[config.mk]
export PLATFORM = sky130hd
export DESIGN_NAME = simproc_mem_arbiter
export DESIGN_NICKNAME = d
export VERILOG_FILES = /design/src/rtl/simproc_mem_arbiter.sv
export SDC_FILE = /design/constraint.sdc
export NUM_CORES = 1
export LEC_CHECK = 0
export BUFFER_PORTS_ARGS = -buffer_cell sky130_fd_sc_hd__buf_2
export CAP_MARGIN = 0
export CORE_AREA = 2 2 75 84
export CTS_BUF_LIST = sky130_fd_sc_hd__clkbuf_8
export DETAILED_ROUTE_END_ITERATION = 6
export DIE_AREA = 0 0 77 86
export PLACE_DENSITY = 0.59
export SETUP_SLACK_MARGIN = 0.4
export SLEW_MARGIN = 20
export SYNTH_ARGS = -nofsm -noshare
export SYNTH_HDL_FRONTEND = slang
export SYNTH_SLANG_ARGS = --single-unit
[constraint.sdc]
create_clock -name CLOCK_50 -period 1.65 [get_ports CLOCK_50]
set_input_delay 0.165 -clock CLOCK_50 [delete_from_list [all_inputs] [get_ports CLOCK_50]]
set_output_delay 0.165 -clock CLOCK_50 [all_outputs]
set_load 0.01 [all_outputs]
[src/rtl/simproc_mem_arbiter.sv]
// Memory arbiter for SimProc. The processor control FSM (port C) and a
// host/debug loader (port H) share one single-port memory. C normally wins.
// H is protected from starvation by a saturating wait counter and may take a
// lock for back-to-back program loading. Read data returns one cycle after
// mem_re and is routed to whichever port issued the read.
//
// Handshake: a requester holds req/we/addr/wdata stable until its gnt is
// high. A cycle with gnt high is the transfer. A write completes in that
// cycle. A read returns rvalid/rdata exactly one cycle later. Nothing is
// queued, and rvalid pulses for a single cycle without back-pressure.
module simproc_mem_arbiter #(
    parameter int ADDR_W   = 8,
    parameter int DATA_W   = 8,
    parameter int MAX_WAIT = 4
) (
    input  logic              CLOCK_50,
    input  logic              reset,
    input  logic              c_req,
    input  logic              c_we,
    input  logic [ADDR_W-1:0] c_addr,
    input  logic [DATA_W-1:0] c_wdata,
    output logic              c_gnt,
    output logic              c_rvalid,
    output logic [DATA_W-1:0] c_rdata,
    output logic              cpu_stall,
    input  logic              h_req,
    input  logic              h_we,
    input  logic [ADDR_W-1:0] h_addr,
    input  logic [DATA_W-1:0] h_wdata,
    input  logic              h_lock,
    output logic              h_gnt,
    output logic              h_rvalid,
    output logic [DATA_W-1:0] h_rdata,
    output logic              h_locked,
    output logic [ADDR_W-1:0] mem_addr,
    output logic [DATA_W-1:0] mem_wdata,
    output logic              mem_we,
    output logic              mem_re,
    input  logic [DATA_W-1:0] mem_rdata
);

    typedef enum logic {
        ST_OPEN = 1'b0,
        ST_LOCK = 1'b1
    } state_t;

    typedef enum logic [1:0] {
        OWN_NONE = 2'd0,
        OWN_C    = 2'd1,
        OWN_H    = 2'd2
    } owner_t;

    localparam logic [3:0] WAIT_LIMIT = 4'(MAX_WAIT);

    state_t            state_q, state_d;
    logic              h_locked_q;
    logic [3:0]        wait_cnt_q, wait_cnt_d;
    owner_t            rd_owner_q, rd_owner_d;
    logic [DATA_W-1:0] c_rdata_q, h_rdata_q;

    logic              c_gnt_w, h_gnt_w;
    logic              h_due;
    logic              c_rvalid_w, h_rvalid_w;

    // H is owed the memory once it has been denied WAIT_LIMIT cycles in a row
    assign h_due = (wait_cnt_q == WAIT_LIMIT);

    // Grant decision: C by default, H when alone, overdue, or holding the lock
    always_comb begin
        c_gnt_w = 1'b0;
        h_gnt_w = 1'b0;
        if (!reset) begin
            if (state_q == ST_LOCK) begin
                h_gnt_w = h_req;
            end else if (c_req && h_req) begin
                if (h_due) begin
                    h_gnt_w = 1'b1;
                end else begin
                    c_gnt_w = 1'b1;
                end
            end else begin
                c_gnt_w = c_req;
                h_gnt_w = h_req;
            end
        end
    end

    assign c_gnt     = c_gnt_w;
    assign h_gnt     = h_gnt_w;
    assign cpu_stall = c_req & ~c_gnt_w;
    assign h_locked  = h_locked_q;

    // Memory mux: the granted port drives the memory, idle bus is all zeros
    always_comb begin
        mem_addr  = '0;
        mem_wdata = '0;
        mem_we    = 1'b0;
        mem_re    = 1'b0;
        if (c_gnt_w) begin
            mem_addr  = c_addr;
            mem_wdata = c_wdata;
            mem_we    = c_we;
            mem_re    = ~c_we;
        end else if (h_gnt_w) begin
            mem_addr  = h_addr;
            mem_wdata = h_wdata;
            mem_we    = h_we;
            mem_re    = ~h_we;
        end
    end

    // Next-state for the lock FSM, the starvation counter and the read owner
    always_comb begin
        state_d = state_q;
        case (state_q)
            ST_OPEN: if (h_gnt_w && h_lock) state_d = ST_LOCK;
            ST_LOCK: if (!h_lock)           state_d = ST_OPEN;
            default:                        state_d = ST_OPEN;
        endcase

        wait_cnt_d = wait_cnt_q;
        if (h_gnt_w || !h_req) begin
            wait_cnt_d = 4'd0;
        end else if (wait_cnt_q != WAIT_LIMIT) begin
            wait_cnt_d = wait_cnt_q + 4'd1;
        end

        rd_owner_d = OWN_NONE;
        if (c_gnt_w && !c_we) begin
            rd_owner_d = OWN_C;
        end else if (h_gnt_w && !h_we) begin
            rd_owner_d = OWN_H;
        end
    end

    // A read in flight while reset is high is dropped, never delivered
    assign c_rvalid_w = (rd_owner_q == OWN_C) && !reset;
    assign h_rvalid_w = (rd_owner_q == OWN_H) && !reset;

    assign c_rvalid = c_rvalid_w;
    assign h_rvalid = h_rvalid_w;
    // Returned data passes straight through on its cycle, then is held
    assign c_rdata  = c_rvalid_w ? mem_rdata : c_rdata_q;
    assign h_rdata  = h_rvalid_w ? mem_rdata : h_rdata_q;

    // Lock FSM with registered h_locked flag, wait counter and read owner
    always_ff @(posedge CLOCK_50) begin
        if (reset) begin
            state_q    <= ST_OPEN;
            h_locked_q <= 1'b0;
            wait_cnt_q <= 4'd0;
            rd_owner_q <= OWN_NONE;
        end else begin
            state_q    <= state_d;
            h_locked_q <= (state_d == ST_LOCK);
            wait_cnt_q <= wait_cnt_d;
            rd_owner_q <= rd_owner_d;
        end
    end

    // Hold the last delivered read data per port
    always_ff @(posedge CLOCK_50) begin
        if (reset) begin
            c_rdata_q <= '0;
            h_rdata_q <= '0;
        end else begin
            if (c_rvalid_w) c_rdata_q <= mem_rdata;
            if (h_rvalid_w) h_rdata_q <= mem_rdata;
        end
    end

endmodule
==> qor_table.md <==
| Result | This run | Unit |
|---|---|---|
| Number of remaining DRC errors | 0 | - |
| Largest net degree at the start of global routing | 43 | - |
| Ratio of cells with drive above 1 in the final layout | 0.680 | - |
| Number of warnings printed during yosys synthesis | 0 | - |
| CP delay by family, top | compound AO/OA/AOI/OAI gates | - |
| Mapped Cells | 150 | - |
| Fraction of synthesized cell area in xor and xnor cells | 0.00624 | - |
| Switching portion of total power | 0.293 | - |
| Clock root cell | clkbuf_8 | - |
| Seq/Total Area, Yosys | 0.328 | - |
| Adder-cell area share of the yosys netlist | 0.0178 | - |
| Instance count after placement with tap cells included | 312 | - |
| Slew @ Worst Pin | 0.307 | ns |
| Start point of the worst hold path | h_we | - |
| Fraction of power consumed by the clock network | 0.249 | - |
| Total power | 1.39 | mW |
| Worst path required time | 1.48 | ns |
| EDFF count, synth | 0 | - |
| Core Area | 0.00573 | mm² |
| Dominant synthesized flop cell | dfxtp_1 | - |
| Worst-case vdd ir drop | 0.313 | mV |
| Share of the synthesized area in compound gates (AO/OA/AOI/OAI) | 0.130 | - |
| Final critical delay including setup and external delays | 1.86 | ns |
| Combinational family with the most area after synthesis | simple AND/OR/NAND/NOR gates | - |
| Number of CTS-inserted buffers | 3 | - |
| Global-route wire length before repair | 6.45 | mm |
| Worst-path cell chain | inv_2, ha_4, nand3b_1, a21bo_4, buf_12, o32ai_4, buf_2 | - |
| Data arrival, critical path | 1.69 | ns |
| Flip-flop and latch count after synthesis | 23 | - |
| Distinct cells, synth | 23 | - |
| Fraction of power consumed by sequential logic | 0.409 | - |
| Launching point of the worst reg2reg path | wait_cnt_q[0]$_SDFFE_PP0P_ | - |
| Number of antenna-violating nets in the routed design | 0 | - |
| Number of antenna cells inserted | 0 | - |
| I/O pin count | 87 | - |
| Internal portion of total power | 986 | µW |
| Number of instances on the worst hold path | 2 | - |
| Clk Latency, worst-skew pair | 0.26 | ns |
| Total vias in the final route | 1,430 | - |
| Die Outline Area | 0.00662 | mm² |
| Max-capacitance violation count | 0 | - |
| Global router's overall resource usage | 0.121 | - |
| Per-instance average area after synthesis | 9.36 | µm² |
| Clock transition at path regs | 0.08 | ns |
| Drt first pass iters | 3 | - |
| Standard cell with the maximum stage delay on the critical path | dfxtp_2 | - |
| Clock tree skew after final layout | 0.00344 | ns |
| Post-CTS Hold Fix Bufs | 0 | - |
| Crit path largest cell delay | 0.33 | ns |
| Top achievable clock speed | 538 | MHz |
| Reg-to-reg critical path endpoint | wait_cnt_q[0]$_SDFFE_PP0P_ | - |
| Total setup violations reported at the end of the flow | 21 | - |
| Setup slack of the most critical reg-to-reg path | 0 | ns |
| Average routed wire per standard cell | 12.0 | µm |
| Pwr per Cell Area | 491 | mW/mm² |
| Crit Path Max Fanout | 5 | - |
| Clock H-tree levels | 1 | - |
| Static leakage | 1.24 | nW |
| Final-report max-slew violation count | 0 | - |
| Post-Synthesis Net Count | 199 | - |
| Setup repair after global routing missed its margin | true | - |
| Final worst-path cycle share | 1.13 | - |
| Final standard cell area without fillers | 0.00284 | mm² |
| TritonCTS clock tree | done | - |
| Violations in the final reports | setup timing | - |
| CTS max path bufs | 2 | - |
| Relative max-transition margin | 0.796 | - |
| Proportion of synthesized area in mux cells | 0.178 | - |
| Synthesized cell area | 0.00140 | mm² |
| Total half-perimeter wirelength after legalization and detailed placement | 2.81 | mm |
| Initial antenna violation count | 0 | - |
| Final Instance Count excl. Fillers | 333 | - |
| Quantity of I/O buffers inserted on ports | 86 | - |
| Aggregate routed wire length | 4.00 | mm |
| Starting utilization of the core area | 0.245 | - |
| Final RePlAce weighted congestion | 0.656 | - |
| Critical Path Start Type | register | - |
| Synth Area in Simple Gates | 0.227 | - |
| Number of buffers and inverters on the critical path | 3 | - |
| Nets | 306 | - |
| FF-to-FF path depth | 11 | - |
| Outcome | finished, violations left | - |
| # clock sinks | 23 | - |
| Async S/R FF share, synth | 0 | - |
| Detailed-route vias per instance | 4.29 | - |
| Total congestion overflow after global routing | 0 | - |
| Iteration-0 DRC count of the detailed router | 32 | - |
| Worst setup slack after layout | -0.210 | ns |
| Placed Instance Area | 0.00237 | mm² |
| Width of the die | 77 | µm |
| Net switching power figure | 408 | µW |
| Hold crit path type | input pin to register | - |
| Number of global-route vias before repair | 1,393 | - |
| Final hold violation count | 0 | - |
| Number of standard-cell rows in the floorplan | 29 | - |
| Area growth from synthesis to layout | 102 | % |
| Worst hold endpoint | rd_owner_q[1]$_SDFF_PP0_ | - |
| Kind of critical path | register to primary output | - |
| Die H | 86 | µm |
| Levels on crit path | 7 | - |
| Crit end category | primary output | - |
| Relative contribution of combinational cells to total power | 0.342 | - |
registers in the layout, summed over array words and instances, names as in the netlist:
| register | flops |
|---|---|
| h_rdata_q | 8 |
| wait_cnt_q | 4 |
| h_locked | 1 |
| c_rdata_q | 8 |
| rd_owner_q | 2 |
metrics by stage:
| stage | setup slack (ns) | hold slack, ns | utilization | setup TNS, ns |
|---|---|---|---|---|
| after detailed placement | 0.0692 | 0.412 | 0.413 | 0 |
| after CTS | -0.225 | 0.131 | 0.481 | -4.22 |
| after global routing | -0.302 | 0.137 | 0.495 | -6.45 |
| after floorplan | 0.242 | 0.242 | - | 0 |
| after global placement | 0.0778 | 0.406 | 0.413 | 0 |
| final | -0.210 | 0.135 | 0.495 | -3.88 |
layout make-up:
class / instances / area (µm²)
tap: 77 / 96.3
clock inverter: 1 / 5.00
fill: 549 / 2890
sequential: 23 / 465
inverter: 22 / 82.6
multi-input combinational: 94 / 1250
timing repair buffer: 113 / 898
clock buffer: 3 / 41.3
worst max path at each step:
stage / startpoint / to / slack [ns]
2_1_floorplan: wait_cnt_q[0]$_SDFFE_PP0P_ / mem_addr[0] / 0.24
3_3_place_gp: wait_cnt_q[0]$_SDFFE_PP0P_ / mem_addr[7] / 0.08
3_5_place_dp: wait_cnt_q[0]$_SDFFE_PP0P_ / mem_wdata[6] / 0.07
4_1_cts: wait_cnt_q[0]$_SDFFE_PP0P_ / mem_addr[6] / -0.22
5_1_grt: wait_cnt_q[0]$_SDFFE_PP0P_ / mem_wdata[1] / -0.30
6_report: wait_cnt_q[0]$_SDFFE_PP0P_ / mem_wdata[6] / -0.21
power groups by stage:
stage | Sequential, mW | Clock (mW) | Combinational, mW
final | 0.570 | 0.347 | 0.477
after global routing | 0.571 | 0.387 | 0.512
after CTS | 0.571 | 0.357 | 0.471
after detailed placement | 0.583 | 0 | 0.410
after global placement | 0.583 | 0 | 0.407
after floorplan | 0.583 | 0 | 0.275
cells by family (layout without fill, tap and decap cells):
group	count (synthesis)	after routing
xor gates and xnor gates	1	1
buffers and inverters	33	139
AOI/OAI and AO/OA	21	21
DFF	23	23
muxes	17	17
and+or+nand+nor	53	53
adders and majority gates	2	2
synthesized netlist by cell type, drive strengths merged, types with 2 or more instances:
library cell / instances / area, µm²
nand2b: 17 / 106
nand3: 2 / 10.0
nand4b: 2 / 17.5
nor2: 10 / 37.5
dfxtp: 23 / 460
inv: 22 / 82.6
ha: 2 / 25.0
buf: 7 / 60.1
nor3b: 2 / 25.0
nor2b: 17 / 106
mux2: 16 / 240
o32ai: 17 / 149
clkbuf: 4 / 15.0
cells in the final DEF (no fill, tap or decap), types with 2 or more instances in the layout:
cell       n
buf_2     66
buf_6     30
inv_1     20
dfxtp_1   19
nand2b_1  17
o32ai_4   17
mux2_4    16
buf_4     10
nor2b_1    9
nor2_1     8
nor2b_4    7
buf_12     5
dfxtp_2    4
clkbuf_8   3
inv_2      2
nor2_4     2
nor3b_4    2
nand4b_1   2
nand3_1    2
buf_16     2
per-layer routing:
layer / up-vias / global-route usage / routed length, µm
met5: - / 0 / 0
met4: 0 / 0.0146 / 12
met3: 4 / 0.0368 / 236
met2: 45 / 0.211 / 2090
met1: 651 / 0.151 / 1660
li1: 730 / - / -
timing repair:
action                     CTS  global route
pin swaps                    6             2
setup buffers               13             2
setup endpoints to repair   57            62
gates cloned                 2             0
gates resized for setup     39            12
Note: power is estimated with default switching activity, not from simulation.
